==> config.mk <==
export PLATFORM = sky130hd
export DESIGN_NAME = updown_counter_param
export DESIGN_NICKNAME = d
export VERILOG_FILES = /design/src/rtl/updown_counter_param.sv
export SDC_FILE = /design/constraint.sdc
export NUM_CORES = 1
export LEC_CHECK = 0
export ABC_CLOCK_PERIOD_IN_PS = 2470
export BUFFER_PORTS_ARGS = -buffer_cell sky130_fd_sc_hd__buf_2
export CORE_UTILIZATION = 48
export CTS_CLUSTER_SIZE = 30
export DETAILED_ROUTE_END_ITERATION = 7
export GPL_TIMING_DRIVEN = 0
export PLACE_DENSITY = 0.8
export SLEW_MARGIN = 25
export SYNTH_ARGS = -nofsm -noshare
export SYNTH_HDL_FRONTEND = slang
export SYNTH_SLANG_ARGS = --single-unit
==> constraint.sdc <==
create_clock -name clk -period 2.47 [get_ports clk]
set_input_delay 0.494 -clock clk [delete_from_list [all_inputs] [get_ports clk]]
set_output_delay 0.494 -clock clk [all_outputs]
set_load 0.02 [all_outputs]
==> src/rtl/updown_counter_param.sv <==
// Parametrised up/down counter with variable step, clamped parallel load,
// registered wrap pulse and zero/max decodes.
// Define UPDOWN_CNT_SATURATE_EN to saturate at the range limits instead of wrapping.
module updown_counter_param #(
  parameter int unsigned WIDTH   = 8,
  parameter int unsigned MAX_CNT = 2**WIDTH-1,
  parameter int unsigned STEP_W  = 4
) (
  input  logic              clk,
  input  logic              rst,
  input  logic              ena,
  input  logic              hold,
  input  logic              up_down,
  input  logic [STEP_W-1:0] step,
  input  logic              load,
  input  logic [WIDTH-1:0]  load_val,
  output logic [WIDTH-1:0]  cnt,
  output logic              wrap,
  output logic              at_zero,
  output logic              at_max
);

  // One bit wider than the widest operand, so sums and the modulus never overflow.
  localparam int unsigned EW = ((WIDTH > STEP_W) ? WIDTH : STEP_W) + 1;

  localparam logic [EW-1:0] MAX_X = EW'(MAX_CNT);
  localparam logic [EW-1:0] MOD_X = EW'(MAX_CNT) + EW'(1);

  logic [WIDTH-1:0] cnt_reg, cnt_next;
  logic             wrap_reg, wrap_next;

  logic [EW-1:0] cnt_x, step_x, load_x;

  assign cnt_x  = EW'(cnt_reg);
  assign step_x = EW'(step);
  assign load_x = EW'(load_val);

  always_comb begin
    cnt_next  = cnt_reg;
    wrap_next = 1'b0;
    if (load) begin
      cnt_next = (load_x > MAX_X) ? WIDTH'(MAX_X) : load_val;
    end else if (ena && !hold) begin
      if (up_down) begin
        if (cnt_x + step_x > MAX_X) begin
          wrap_next = 1'b1;
`ifdef UPDOWN_CNT_SATURATE_EN
          cnt_next  = WIDTH'(MAX_X);
`else
          cnt_next  = WIDTH'(cnt_x + step_x - MOD_X);
`endif
        end else begin
          cnt_next = WIDTH'(cnt_x + step_x);
        end
      end else begin
        if (step_x > cnt_x) begin
          wrap_next = 1'b1;
`ifdef UPDOWN_CNT_SATURATE_EN
          cnt_next  = '0;
`else
          cnt_next  = WIDTH'(cnt_x + MOD_X - step_x);
`endif
        end else begin
          cnt_next = WIDTH'(cnt_x - step_x);
        end
      end
    end
  end

  always_ff @(posedge clk) begin
    if (rst) begin
      cnt_reg  <= '0;
      wrap_reg <= 1'b0;
    end else begin
      // A step larger than the range would skip past a full period.
      if (!load && ena && !hold) begin
        assert (step_x <= MAX_X)
          else $error("updown_counter_param: step exceeds MAX_CNT");
      end
      cnt_reg  <= cnt_next;
      wrap_reg <= wrap_next;
    end
  end

  assign cnt     = cnt_reg;
  assign wrap    = wrap_reg;
  assign at_zero = (cnt_reg == '0);
  assign at_max  = (cnt_reg == WIDTH'(MAX_X));

endmodule
==> key figures, run 1 <==
Status
  – Status: completed

Floorplanning
  – Initial Utilization: 51.8%
  – Core region area: 1760 um^2
  – Row cnt: 15
  – Die height: 45.7 um
  – Die Footprint: 2080 um^2
  – Die W: 45.7 um
  – Io pins: 29

Timing
  – Actual slew at the worst max-slew pin: 468 ps
  – Post-Route Skew: 10.3 ps
  – Min Tclk post-route: 2110 ps
  – Setup TNS: 0 ps
  – Final Hold Viols: 0
  – Max-slew violations: 0
  – Rel. slew slack: 68.8%
  – Endpoints failing setup: 0
  – F_max: 0.474 GHz
  – Fin crit share: 85.5%
  – RSZ-0062 raised after global routing: no

Critical path
  – Kind of critical path: register to register
  – Worst r2r dst: cnt[6]$_SDFFE_PP0P_
  – Crit. End Element: register
  – Worst Path Arrival: 2310 ps
  – Crit-path cells: inv_1 > ha_1 > fa_1 > o311ai_2 > o32ai_2 > xnor2_1 > a211oi_2
  – Buf/Inv on CP: 1
  – Critical-path top delay cell: dfxtp_1
  – Worst Setup Start Kind: register
  – CP delay by family, top: compound AO/OA/AOI/OAI gates
  – Setup slack, reg-to-reg: 360 ps
  – RR Startpoint: cnt[0]$_SDFFE_PP0P_
  – Largest stage delay, worst path: 400 ps
  – R2R cell count: 7
  – Critical Path RT: 2670 ps
  – Crit Path Max Fanout: 5

Route
  – Total Wirelength: 2410 um
  – Met3 wire length: 245 um
  – M1 wire length: 967 um
  – Vias/cell: 5.89
  – Via count: 983
  – Avg WL per Cell: 14.4 um
  – Top sig layer: met4
  – WL met2: 1130 um
  – Antenna-violating nets left: 0
  – Drt first pass iters: 5
  – DRC: 0
  – Starting DRC count in detailed routing: 61

Pwr
  – Max VDD drop: 380 uV
  – Pwr dens: 425 nW/um^2
  – Tot Pwr: 0.471 mW
  – Leakage power: 0.488 nW

Clock network
  – CTS Buffer Depth: 2
  – Worst-Skew Late Latency: 280 ps
  – Sink Count: 9
  – CTS clk-pin slew, worst paths: 70 ps
  – CTS tree: built
  – CTS buffer count: 3
  – CTS Hold Bufs: 0
  – PostCTS Resize Cnt: 0
  – # H-tree levels: 1
  – Root buf cell: clkbuf_4
  – Post-CTS setup repair buffer count: 0

Synth
  – Top cell type by total area after synthesis: dfxtp_1
  – Synthesis warning total: 0
  – Async S/R FF share, synth: 0%
  – Number of synthesized register bits: 9
  – Main area contributors after synthesis: dfxtp_1, ha_1, a211oi_1
  – Mapped cell area: 915 um^2
  – Post-synth EDFFs: 0
  – Post-synth cell types: 42
  – Share of the synthesized area in the top cell type: 19.7%
  – Syn_area_per_cell: 8.24 um^2
  – Top FF cell, synth: dfxtp_1
  – Mapped Cells: 111
  – Mapped Nets: 139
  – Sequential share of the synthesized area: 19.7%

Layout
  – Footprint of the multi-input gates: 657 um^2
  – Ant. Diodes: 0
  – Sequential standard cell area: 180 um^2
  – Share of layout cells above drive strength 1: 29.6%
  – Area Overhead vs Synth: 21.1%
  – Final cell count without fillers: 167
  – Filler cells: 169
  – Max reg flops: 8
  – Post-layout util: 62.8%
  – Final net count: 171

Place
  – Dpl hpwl: 1840 um
  – PortBufs: 27
  – Placed cells: 163
  – RePlAce Congestion: 0.850

Worst hold path
  – Hold Path End: cnt[2]$_SDFFE_PP0P_
  – Worst hold path type: primary input to register
  – Hold depth: 3
  – Hold Startpoint: load_val[2]

Run
  – Max-Cap Viols: 0

Global routing
  – Initial antenna violation count: 0
  – Total GRT Usage: 25.7%
  – Number of global-route vias before repair: 879
  – Global route overflow: 0
  – First-pass GRT wire length: 3770 um
  – Pin count of the biggest net entering global routing: 11
==> final cells by class <==
class	instances	area share (%)
tap	25	2.82
multi-input combinational	87	59.3
buffer	5	3.62
inverter	10	3.39
sequential	9	16.3
clock buffer	4	2.37
timing repair buffer	27	12.2
==> report_power, final <==
| group | internal (mW) | switching (mW) |
|---|---|---|
| sequential | 0.155 | 0.0166 |
| combinational | 0.0729 | 0.103 |
| clock | 0.0626 | 0.0604 |
==> cells by family after synthesis <==
logic type | Yosys count | synth area share (%)
adders and majority gates | 10 | 15.3
muxes | 2 | 2.19
DFF | 9 | 19.7
and+or+nand+nor | 42 | 24.4
AOI/OAI and AO/OA | 30 | 27.1
xor gates and xnor gates | 3 | 2.87
buffers and inverters | 15 | 8.48
==> layout by cell type (no fill, tap or decap), drive strengths merged, types with 2 or more instances in the layout <==
cell type / Yosys / final
nand4: 2 / 2
nor4: 2 / 2
buf: 2 / 29
nor3: 6 / 6
mux2i: 2 / 2
inv: 9 / 9
nand2: 5 / 5
nand2b: 2 / 2
a211oi: 9 / 9
fa: 2 / 2
and2b: 2 / 2
o211ai: 3 / 3
nor2: 14 / 14
or3: 2 / 2
xnor2: 3 / 3
a21oi: 7 / 7
dfxtp: 9 / 9
nand3: 2 / 2
ha: 8 / 8
clkbuf: 3 / 7
==> synthesized netlist by cell type (2+ instances only) <==
master / count
nor2_1: 14
dfxtp_1: 9
inv_1: 9
ha_1: 8
a211oi_1: 7
a21oi_1: 7
nor3_1: 6
nand2_1: 5
o211ai_1: 3
xnor2_1: 3
a211oi_2: 2
clkbuf_1: 2
fa_1: 2
mux2i_1: 2
nand3_1: 2
nand4_1: 2
nor4_1: 2
or3_1: 2
==> per-layer routing <==
metal | vias up | global-route usage, %
met5 | - | 0
met4 | 0 | 5.45
met3 | 11 | 8.73
met2 | 59 | 40.3
met1 | 437 | 33.9
li1 | 476 | -
==> worst min-delay path, cell delays in order <==
cell	delay (ps)
buf_2	80
a21oi_1	50
nor2_1	70
==> metrics by stage <==
| step | hold WS [ps] | area (um^2) | setup WS [ps] |
|---|---|---|---|
| floorplan | 639 | 915 | 466 |
| global placement | 569 | 1080 | 262 |
| detailed placement | 591 | 1080 | 193 |
| CTS | 467 | 1110 | 384 |
| global route | 467 | 1110 | 256 |
| finish | 462 | 1110 | 359 |
==> how the worst max path moves through the flow <==
stage / slack, ps / to / from / cells after the start
3_3_place_gp: 260 / cnt[4]$_SDFFE_PP0P_ / step[0] / 8
5_1_grt: 260 / cnt[6]$_SDFFE_PP0P_ / cnt[0]$_SDFFE_PP0P_ / 7
2_1_floorplan: 470 / cnt[6]$_SDFFE_PP0P_ / cnt[0]$_SDFFE_PP0P_ / 7
3_5_place_dp: 190 / cnt[6]$_SDFFE_PP0P_ / step[0] / 8
6_report: 360 / cnt[6]$_SDFFE_PP0P_ / cnt[0]$_SDFFE_PP0P_ / 7
4_1_cts: 380 / cnt[6]$_SDFFE_PP0P_ / cnt[0]$_SDFFE_PP0P_ / 7
(Power assumes the default switching activity.)
==> run 2: changes to the inputs <==
--- a/config.mk
+++ b/config.mk
@@ -12,6 +12,8 @@
 export DETAILED_ROUTE_END_ITERATION = 7
 export GPL_TIMING_DRIVEN = 0
 export PLACE_DENSITY = 0.8
+export RECOVER_POWER = 100
+export REMOVE_ABC_BUFFERS = 1
 export SLEW_MARGIN = 25
 export SYNTH_ARGS = -nofsm -noshare
 export SYNTH_HDL_FRONTEND = slang
==> key figures, run 2 (synthesis gave the netlist of run 1 again) <==
Status
  – Status: completed

Timing
  – RSZ-0062 raised after global routing: no
  – Max-slew violations: 0
  – Post-Route Skew: 4.65 ps
  – Actual slew at the worst max-slew pin: 392 ps
  – Endpoints failing setup: 0
  – Setup TNS: 0 ps
  – Min Tclk post-route: 2080 ps
  – Fin crit share: 84.2%
  – F_max: 0.481 GHz
  – Final Hold Viols: 0
  – Rel. slew slack: 73.2%

Pwr
  – Max VDD drop: 256 uV
  – Pwr dens: 429 nW/um^2
  – Tot Pwr: 0.451 mW
  – Leakage power: 0.427 nW

Place
  – Dpl cell area: 1050 um^2
  – Dpl hpwl: 1780 um
  – RePlAce Congestion: 0.895
  – PortBufs: 28

Global routing
  – Global route overflow: 0
  – Number of global-route vias before repair: 856
  – First-pass GRT wire length: 3750 um
  – Pin count of the biggest net entering global routing: 13
  – Initial antenna violation count: 0
  – Total GRT Usage: 25.0%

Layout
  – Max reg flops: 8
  – Footprint of the multi-input gates: 649 um^2
  – Most frequent cells in the layout: buf_2, nor2_1, clkbuf_1
  – Cell area after layout: 1050 um^2
  – Area Overhead vs Synth: 14.9%
  – Ant. Diodes: 0
  – Final net count: 167
  – Sequential standard cell area: 180 um^2
  – Filler cells: 193
  – Share of layout cells above drive strength 1: 20.3%
  – Commonest non-fill, non-tap cell in the layout: buf_2

Clock network
  – CTS tree: built
  – CTS buffer count: 3
  – CTS Hold Bufs: 0
  – # H-tree levels: 1
  – Sink Count: 9
  – CTS Buffer Depth: 2
  – Worst-Skew Late Latency: 260 ps
  – Post-CTS setup repair buffer count: 0
  – CTS clk-pin slew, worst paths: 60 ps
  – PostCTS Resize Cnt: 0
  – Root buf cell: clkbuf_4

Critical path
  – Worst Setup Start Kind: register
  – Buf/Inv on CP: 1
  – CP delay by family, top: simple AND/OR/NAND/NOR gates
  – Crit. End Element: output port
  – Critical Path RT: 1980 ps
  – Largest stage delay, worst path: 530 ps
  – Kind of critical path: register to output port
  – Crit Path Max Fanout: 7
  – Crit-path cells: or4_1 > nor3_1 > clkbuf_1
  – Worst Path Arrival: 1590 ps
  – Critical-path top delay cell: or4_1

Floorplanning
  – Io pins: 29
  – Initial Utilization: 51.8%
  – Row cnt: 15
  – Die W: 45.7 um
  – Core region area: 1760 um^2
  – Die height: 45.7 um
  – Die Footprint: 2080 um^2

Route
  – Antenna-violating nets left: 0
  – Via count: 920
  – Avg WL per Cell: 13.8 um
  – Vias/cell: 5.64
  – Drt first pass iters: 4
  – Starting DRC count in detailed routing: 12
  – DRC: 0
  – Total Wirelength: 2250 um

Worst hold path
  – Worst hold path type: primary input to register

Run
  – Max-Cap Viols: 0
[run 2: cell count changes in the layout (fill, tap and decap cells not counted), sizes merged]
| cell | previous run | this run |
|---|---|---|
| buf | 29 | 17 |
| clkbuf | 7 | 15 |
[run 2: power breakdown]
group / internal [mW] / total (mW) / switching, mW
sequential: 0.155 / 0.171 / 0.0160
combinational: 0.0648 / 0.164 / 0.0995
clock: 0.0624 / 0.116 / 0.0533
[run 2: final cells by class]
| cell class | instances | area share [%] |
|---|---|---|
| Timing Repair Buffer | 28 | 12.0 |
| Tap cell | 25 | 2.98 |
| Clock buffer | 4 | 2.50 |
| Inverter | 10 | 3.57 |
| Multi-Input combinational cell | 87 | 61.8 |
| Sequential cell | 9 | 17.1 |
[run 2: final timing paths]
kind                                     startpoint                  end  slack (ps)  cells after the start
worst max-delay path            cnt[1]$_SDFFE_PP0P_              at_zero         390                      3
worst min-delay path                    load_val[1]  cnt[1]$_SDFFE_PP0P_         470                      3
worst max register to register  cnt[0]$_SDFFE_PP0P_  cnt[6]$_SDFFE_PP0P_         390                      7
worst min register to register  cnt[5]$_SDFFE_PP0P_  cnt[5]$_SDFFE_PP0P_         610                      1
[run 2: through the flow]
step	setup WS, ps	instances	util, %	hold WS [ps]
finish	390	163	59.6	466
global route	181	163	59.6	487
CTS	381	163	60.8	474
detailed placement	252	159	59.3	597
global placement	280	159	59.3	577
floorplan	466	106	-	559
[run 2: layer usage]
layer	routed length (um)	up-vias	track usage, %
li1	-	465	-
met1	1060	435	34.5
met2	1100	16	38.6
met3	55	4	3.17
met4	38	0	10.9
met5	0	-	0
[run 2: worst min-delay path: stages]
cell,delay (ps)
buf_2,70
a21oi_1,50
nor2_1,70
==> run 3: changes to the inputs <==
--- a/config.mk
+++ b/config.mk
@@ -5,7 +5,7 @@
 export SDC_FILE = /design/constraint.sdc
 export NUM_CORES = 1
 export LEC_CHECK = 0
-export ABC_CLOCK_PERIOD_IN_PS = 2470
+export ABC_CLOCK_PERIOD_IN_PS = 2100
 export BUFFER_PORTS_ARGS = -buffer_cell sky130_fd_sc_hd__buf_2
 export CORE_UTILIZATION = 48
 export CTS_CLUSTER_SIZE = 30
==> constraint.sdc (replaced) <==
create_clock -name clk -period 2.1 [get_ports clk]
set_input_delay 0.42 -clock clk [delete_from_list [all_inputs] [get_ports clk]]
set_output_delay 0.42 -clock clk [all_outputs]
set_load 0.02 [all_outputs]
==> key figures, run 3 (synthesis gave the netlist of run 1 again) <==
Status
  – Status: completed

Place
  – PortBufs: 28
  – Dpl hpwl: 1780 um
  – Dpl cell area: 1050 um^2
  – Setup WS pre-CTS: -44.0 ps
  – RePlAce Congestion: 0.895

Route
  – Starting DRC count in detailed routing: 16
  – Avg WL per Cell: 14.0 um
  – Antenna-violating nets left: 0
  – Drt first pass iters: 4
  – Via count: 927
  – Vias/cell: 5.69
  – DRC: 0
  – Total Wirelength: 2280 um

Layout
  – Cell area after layout: 1080 um^2
  – Commonest non-fill, non-tap cell in the layout: buf_2
  – Final net count: 167
  – Max reg flops: 8
  – Ant. Diodes: 0
  – Area Overhead vs Synth: 17.6%
  – Most frequent cells in the layout: buf_2, nor2_1, clkbuf_1
  – Share of layout cells above drive strength 1: 25.4%
  – Filler cells: 187

Timing
  – Final hold slack: 394 ps
  – Final Hold Viols: 0
  – Min Tclk post-route: 2050 ps
  – Setup ws final: 51.6 ps
  – Fin crit share: 97.5%
  – Endpoints failing setup: 0
  – F_max: 0.488 GHz
  – Actual slew at the worst max-slew pin: 397 ps
  – Max-slew violations: 0
  – RSZ-0062 raised after global routing: yes
  – Post-Route Skew: 6.08 ps
  – Rel. slew slack: 72.8%

Floorplanning
  – Initial Utilization: 51.8%
  – Die height: 45.7 um
  – Die Footprint: 2080 um^2
  – Io pins: 29
  – Die W: 45.7 um
  – Core region area: 1760 um^2
  – Row cnt: 15

Critical path
  – Crit Path Max Fanout: 6
  – Setup slack, reg-to-reg: 50 ps
  – Critical Path RT: 2240 ps
  – Worst Setup Start Kind: register
  – Worst Path Arrival: 2190 ps
  – CP delay by family, top: simple AND/OR/NAND/NOR gates
  – Buf/Inv on CP: 1
  – Kind of critical path: register to register
  – Crit. End Element: register
  – Crit-path cells: ha_1 > inv_1 > a221oi_1 > or4b_2 > nand3_1 > o22ai_1
  – Critical-path top delay cell: or4b_2
  – Largest stage delay, worst path: 660 ps

Pwr
  – Sequential Power Share: 37.2%
  – Leakage power: 0.442 nW
  – Max VDD drop: 302 uV
  – Switching share of power: 37.7%
  – P_sw: 0.204 mW
  – Pwr dens: 503 nW/um^2
  – Pint: 0.337 mW
  – Comb pwr share: 37.6%
  – Clock power share: 25.2%

Clock network
  – Worst-Skew Late Latency: 260 ps
  – Post-CTS setup repair buffer count: 0
  – CTS Buffer Depth: 2
  – CTS Hold Bufs: 0
  – Root buf cell: clkbuf_4
  – Sink Count: 9
  – CTS buffer count: 3
  – PostCTS Resize Cnt: 0
  – CTS clk-pin slew, worst paths: 60 ps
  – # H-tree levels: 1
  – CTS tree: built

Global routing
  – First-pass GRT wire length: 3750 um
  – Pin count of the biggest net entering global routing: 13
  – Number of global-route vias before repair: 856
  – Total GRT Usage: 25.0%
  – Global route overflow: 0
  – Initial antenna violation count: 0

Run
  – Max-Cap Viols: 0

Worst hold path
  – Worst hold path type: primary input to register
==> run 3: cell types whose count changed in the layout (fill, tap and decap cells not counted), sizes merged <==
cell,change
buf,+3
clkbuf,-3
==> run 3: cell type report <==
class / instances / area [um^2] / area share (%)
Clock buffer: 4 / 26.3 / 2.44
Timing Repair Buffer: 28 / 130 / 12.1
Multi-Input combinational cell: 87 / 669 / 62.2
Tap cell: 25 / 31.3 / 2.91
Inverter: 10 / 37.5 / 3.49
Sequential cell: 9 / 181 / 16.9
==> run 3: worst min-delay path: stages <==
cell and delay [ps]:
buf_2 70, a21oi_1 50, nor2_1 70
==> run 3: final timing paths <==
path	from	endpoint	depth (start not counted)
hold / removal	load_val[1]	cnt[1]$_SDFFE_PP0P_	3
setup / recovery	cnt[2]$_SDFFE_PP0P_	cnt[3]$_SDFFE_PP0P_	6
hold reg to reg	cnt[7]$_SDFFE_PP0P_	wrap$_SDFF_PP0_	2
setup reg to reg	cnt[2]$_SDFFE_PP0P_	cnt[3]$_SDFFE_PP0P_	6
==> run 3: power by group through the flow <==
stage	Sequential [mW]	Combinational, mW	Clock, mW
after CTS	0.201	0.198	0.138
after global placement	0.204	0.190	0
after floorplan	0.216	0.118	0
after global routing	0.204	0.225	0.143
after detailed placement	0.205	0.196	0
final	0.202	0.204	0.136
==> run 3: routing by layer <==
| metal | part of all wire [%] | routed length, um | up-vias | track usage (%) |
|---|---|---|---|---|
| met2 | 49 | 1120 | 24 | 38.6 |
| met5 | 0 | 0 | - | 0 |
| met3 | 3.4 | 77 | 4 | 3.17 |
| met4 | 1.5 | 35 | 0 | 10.9 |
| li1 | - | - | 465 | - |
| met1 | 46 | 1050 | 434 | 34.5 |
==> run 3: stage by stage <==
step / setup TNS [ps] / instances / utilization, % / power, mW
floorplan: 0 / 106 / - / 0.333
global placement: -24.9 / 159 / 59.3 / 0.394
detailed placement: -114 / 159 / 59.3 / 0.401
CTS: 0 / 163 / 60.8 / 0.536
global route: -39.0 / 163 / 61.0 / 0.572
finish: 0 / 163 / 61.0 / 0.542
